<file path="src/rtl/countdown_timer.sv">
// Countdown timer: loadable down-counter with prescaler, one-shot/periodic
// modes, a one-cycle expiry pulse and a sticky interrupt flag.
module countdown_timer #(
  parameter int unsigned WIDTH          = 32,
  parameter int unsigned PRESCALE_WIDTH = 8
) (
  input  logic                      clk,
  input  logic                      rst_n,
  input  logic                      load_i,
  input  logic [WIDTH-1:0]          loadValue_i,
  input  logic                      start_i,
  input  logic                      stop_i,
  input  logic                      periodic_i,
  input  logic [PRESCALE_WIDTH-1:0] prescale_i,
  input  logic                      irq_clr_i,
  output logic [WIDTH-1:0]          count_o,
  output logic                      running_o,
  output logic                      expired_o,
  output logic                      irq_o
);

  localparam logic [1:0] ST_IDLE = 2'd0;
  localparam logic [1:0] ST_RUN  = 2'd1;
  localparam logic [1:0] ST_DONE = 2'd2;

  logic [1:0]                state_r,   state_nx;
  logic [WIDTH-1:0]          count_r,   count_nx;
  logic [WIDTH-1:0]          reload_r,  reload_nx;
  logic [PRESCALE_WIDTH-1:0] pscnt_r,   pscnt_nx;
  logic                      expired_r, expired_nx;
  logic                      irq_r,     irq_nx;
  logic                      tick;
  logic                      expiry;

  // State and datapath registers; reset is immediate and clock-free.
  always_ff @(posedge clk or negedge rst_n) begin
    if (!rst_n) begin
      state_r   <= ST_IDLE;
      count_r   <= '0;
      reload_r  <= '0;
      pscnt_r   <= '0;
      expired_r <= 1'b0;
      irq_r     <= 1'b0;
    end else begin
      state_r   <= state_nx;
      count_r   <= count_nx;
      reload_r  <= reload_nx;
      pscnt_r   <= pscnt_nx;
      expired_r <= expired_nx;
      irq_r     <= irq_nx;
    end
  end

  // Next-state and datapath logic; command priority is load > stop > start.
  always_comb begin
    state_nx  = state_r;
    count_nx  = count_r;
    reload_nx = reload_r;
    pscnt_nx  = pscnt_r;

    // A stop in RUN freezes the prescaler, so it also suppresses the tick.
    tick       = (state_r == ST_RUN) && !stop_i && (pscnt_r >= prescale_i);
    expiry     = tick && (count_r == WIDTH'(1));
    expired_nx = expiry;
    irq_nx     = expiry ? 1'b1 : (irq_clr_i ? 1'b0 : irq_r);

    if (load_i) begin
      count_nx  = loadValue_i;
      reload_nx = loadValue_i;
      pscnt_nx  = '0;
      if (stop_i) begin
        state_nx = ST_IDLE;
      end else if (start_i || (state_r == ST_RUN)) begin
        // Running with a zero count would never expire, so park in IDLE.
        state_nx = (loadValue_i != '0) ? ST_RUN : ST_IDLE;
      end else begin
        state_nx = ST_IDLE;
      end
    end else begin
      case (state_r)
        ST_RUN: begin
          if (stop_i) begin
            state_nx = ST_IDLE;
          end else if (tick) begin
            pscnt_nx = '0;
            if (count_r > WIDTH'(1)) begin
              count_nx = count_r - WIDTH'(1);
            end else if (count_r == WIDTH'(1)) begin
              if (periodic_i && (reload_r != '0)) begin
                count_nx = reload_r;
              end else begin
                count_nx = '0;
                state_nx = ST_DONE;
              end
            end
          end else begin
            pscnt_nx = pscnt_r + PRESCALE_WIDTH'(1);
          end
        end
        ST_IDLE, ST_DONE: begin
          if (start_i && !stop_i && (count_r != '0)) begin
            state_nx = ST_RUN;
            pscnt_nx = '0;
          end
        end
        default: begin
          state_nx = ST_IDLE;
        end
      endcase
    end
  end

  // Output mapping; running_o decodes the state register directly.
  assign count_o   = count_r;
  assign running_o = (state_r == ST_RUN);
  assign expired_o = expired_r;
  assign irq_o     = irq_r;

endmodule

</file>
<file path="config.mk">
export PLATFORM = sky130hd
export DESIGN_NAME = countdown_timer
export DESIGN_NICKNAME = d
export VERILOG_FILES = /design/src/rtl/countdown_timer.sv
export SDC_FILE = /design/constraint.sdc
export NUM_CORES = 1
export LEC_CHECK = 0
export ABC_AREA = 1
export CAP_MARGIN = 25
export CORE_MARGIN = 2
export CORE_UTILIZATION = 55
export DETAILED_ROUTE_END_ITERATION = 16
export PLACE_DENSITY = 0.85
export SETUP_SLACK_MARGIN = 0.15
export SLEW_MARGIN = 25
export SYNTH_ARGS = -nofsm -noshare
export SYNTH_HDL_FRONTEND = slang
export SYNTH_SLANG_ARGS = --single-unit
</file>
<file path="constraint.sdc">
create_clock -name clk -period 2.36 [get_ports clk]
set_input_delay 0.354 -clock clk [delete_from_list [all_inputs] [get_ports clk]]
set_output_delay 0.354 -clock clk [all_outputs]
set_load 0.02 [all_outputs]
</file>
==> reports/metrics.cfg <==
[global_route]
grt_pass1_wl_mm=24.2
gr-total-overflow=0
grt_use_total_pct=30.5
grt_pass1_vias=5128
grt_max_degree=66
antenna_found_initial=0

[setup_path]
worstPathRequired_ns=2.66
cp.arrival_ns=2.39
crit_path_max_fanout=7
end_kind=flip-flop
worstPathCellList=inv_1 > ha_1 > nand2_2 > nor2_8 > nand2_4 > a21oi_4 > nand2_2 > o21bai_1 > nor2_1 > nor2_1
crit_path_start_kind=flip-flop
slowest_delay_ns=0.45
cp_slowest_cell=dfrtp_1
path_class=reg -> reg
rrSetupSlack_ns=0.27

[floorplan]
fp.dieW_um=100
die_h_um=100
row_count=35
dieArea_um2=10000
start_util_pct=55.8
num_io_pins=82
coreArea_um2=9110

[route]
first_pass_iters=5
drt_wl_total_mm=14.6
drcViolationCount=0
vias=5370
viasPerCell=5.62
wire_per_inst_um=15.3
detail-route-antenna-nets=0
drtIter0Drc=475

[placement]
placedInstanceArea_um2=6060
io_buffers=81
place_hpwl_mm=10.9
place.gp.congestion=0.925
place_inst=937

[pwr]
p_sw_share_pct=33.7
power.leakage_nw=3.07
power_density_nw_per_um2=582
p_int_mw=2.44
p_sw_mw=1.24
vdd_drop_max_mv=0.316
finalPower_mw=3.69
combPwrFrac_pct=25.5
pwr-share-seq_pct=43.1
p_clk_share_pct=31.4

[sta]
finalWorstPathRequiredPeriod_ns=2.09
worst_slew_pin_slew_ns=0.809
final-setup-viol-count=0
setup_tns_ns=0
fin_skew_ns=0.0107
worst_hold_slack_ns=0.0689
hold_viol=0
rsz0062_at_grt=no
clock.fmax_ghz=0.479
period_share_pct=88.4
relSlewSlack_pct=46.1
slew_violations=0

[run_status]
outcome=complete, no violations

[logic_synthesis]
yosys.area.top_type=dfrtp_1
yosysUniqueCellTypes=33
synth_top_area_share_pct=37.4
synth_nets=809
postSynthAreaPerCell_um2=6.77
netlist_instances=750
syn_area_um2=5080
synth_common_cells=nand2_1 (234), nor2_1 (127), nand3_1 (113)
synth.most_common_cell=nand2_1
synth-edff-count=0
ys_async_sr_fraction_pct=100
yosysWarnings=0
synth_flop_cell=dfrtp_1
synthTopCellsByArea=dfrtp_1 (37%), nand2_1 (17%), nand3_1 (11%), nor2_1 (9.4%), inv_1 (4.4%)
ys_seq_elements=76
ys_seq_area_share_pct=37.4

[clock_tree]
clkTransAtPathRegs_ns=0.08
clock-sinks=76
clock_latency_ns=0.37
max-clock-path-buffers=2
cts-root-buf=clkbuf_8
cts_tree=yes
cts_buffers=9
cts-htree-levels=3

[final_layout]
fin_area_um2=6330
nets=898
drive_above_1_share_pct=7.35
fillCellCount=789
fin_cells=955
antenna_cells=0
syn2layout_area_growth_pct=24.6

[run]
cap_violations=0

[min_path]
hold_class=in -> async

==> power by group through the flow <==
stage	Clock (mW)	Sequential (mW)	Combinational, mW
after floorplan	0	1.63	0.481
after global placement	0	1.60	0.891
after detailed placement	0	1.61	0.924
after CTS	1.16	1.58	0.930
after global routing	1.22	1.61	1.03
final	1.16	1.59	0.941
==> area by class of cell <==
| class | count | area [µm²] | share of cell area [%] |
|---|---|---|---|
| Clock buffer | 11 | 141 | 2.23 |
| Clock inverter | 5 | 83.8 | 1.32 |
| Inverter | 60 | 225 | 3.56 |
| Multi-Input combinational cell | 592 | 2860 | 45.1 |
| Sequential cell | 76 | 1900 | 30.0 |
| Tap cell | 111 | 139 | 2.19 |
| Timing Repair Buffer | 100 | 985 | 15.5 |
==> sequential cells by signal (all words and copies together) (netlist names) <==
name,cells
reload_r,32
irq_o,1
state_r,2
pscnt_r,8
expired_o,1
count_o,32
==> layer usage <==
layer | track usage, % | wire [µm] | vias up
met3 | 5.08 | 1120 | 30
met1 | 40.7 | 6140 | 2511
met2 | 49.9 | 7040 | 255
met5 | 0 | 0 | -
met4 | 12.0 | 319 | 0
li1 | - | - | 2574
==> metrics by stage <==
| stage | worst slack (ns) | utilization (%) |
|---|---|---|
| final | 0.273 | 69.5 |
| after global routing | 0.138 | 69.5 |
| after CTS | 0.162 | 69.0 |
| after detailed placement | -0.0503 | 66.5 |
| after global placement | 0.0426 | 66.5 |
| after floorplan | 0.444 | - |
==> cells in the final DEF (no fill, tap or decap), types with 2 or more instances in the layout <==
cell type,count
nor3_1,3
bufinv_16,2
ha_1,12
nand3b_1,4
nor2_4,3
inv_1,58
nand3_1,113
o21ai_0,24
nand2_4,2
xor2_1,12
nor2_1,123
nand2_1,232
nand4_1,7
buf_12,2
o21bai_1,7
o21ai_1,4
xnor2_1,12
nor2_2,7
nand2_2,8
a21oi_1,9
clkbuf_8,10
clkdlybuf4s50_1,80
buf_4,14
nor2_8,2
clkinvlp_4,2
buf_6,3
dfrtp_1,76
==> path summary, 6_finish.rpt <==
check / start / endpoint / cells past startpoint
worst max-delay path: count_o[0] / count_o[15] / 10
worst min-delay path: rst_n / pscnt_r[5] / 1
worst max register to register: count_o[0] / count_o[15] / 10
worst min register to register: reload_r[1] / reload_r[1] / 2
max in group asynchronous: rst_n / count_o[0] / 2
min in group clk: reload_r[1] / reload_r[1] / 2
==> repair_timing <==
action                                  in CTS  in global routing
endpoints found under the setup margin       0                 37
setup buffers                                0                  2
gates resized for setup                      0                 10
hold buffers                                 0                  0
==> worst max-delay path: cells and delay by family (launching register included) <==
family,cells,cell delay [ns]
buffers and inverters,1,0.13
AND/OR/NAND/NOR,6,0.72
AO/OA/AOI/OAI,2,0.49
flip-flops,1,0.45
adder cells (fa/ha/maj),1,0.23
==> logic make-up after synthesis <==
| kind of cell | count (synthesis) | synth area share [%] |
|---|---|---|
| AND/OR/NAND/NOR | 507 | 43.2 |
| buffers and inverters | 82 | 6.77 |
| flip-flops | 76 | 37.4 |
| AO/OA/AOI/OAI | 49 | 5.47 |
| XOR/XNOR | 24 | 4.14 |
| adder cells (fa/ha/maj) | 12 | 2.95 |
Power figures use the tool's default switching activity.
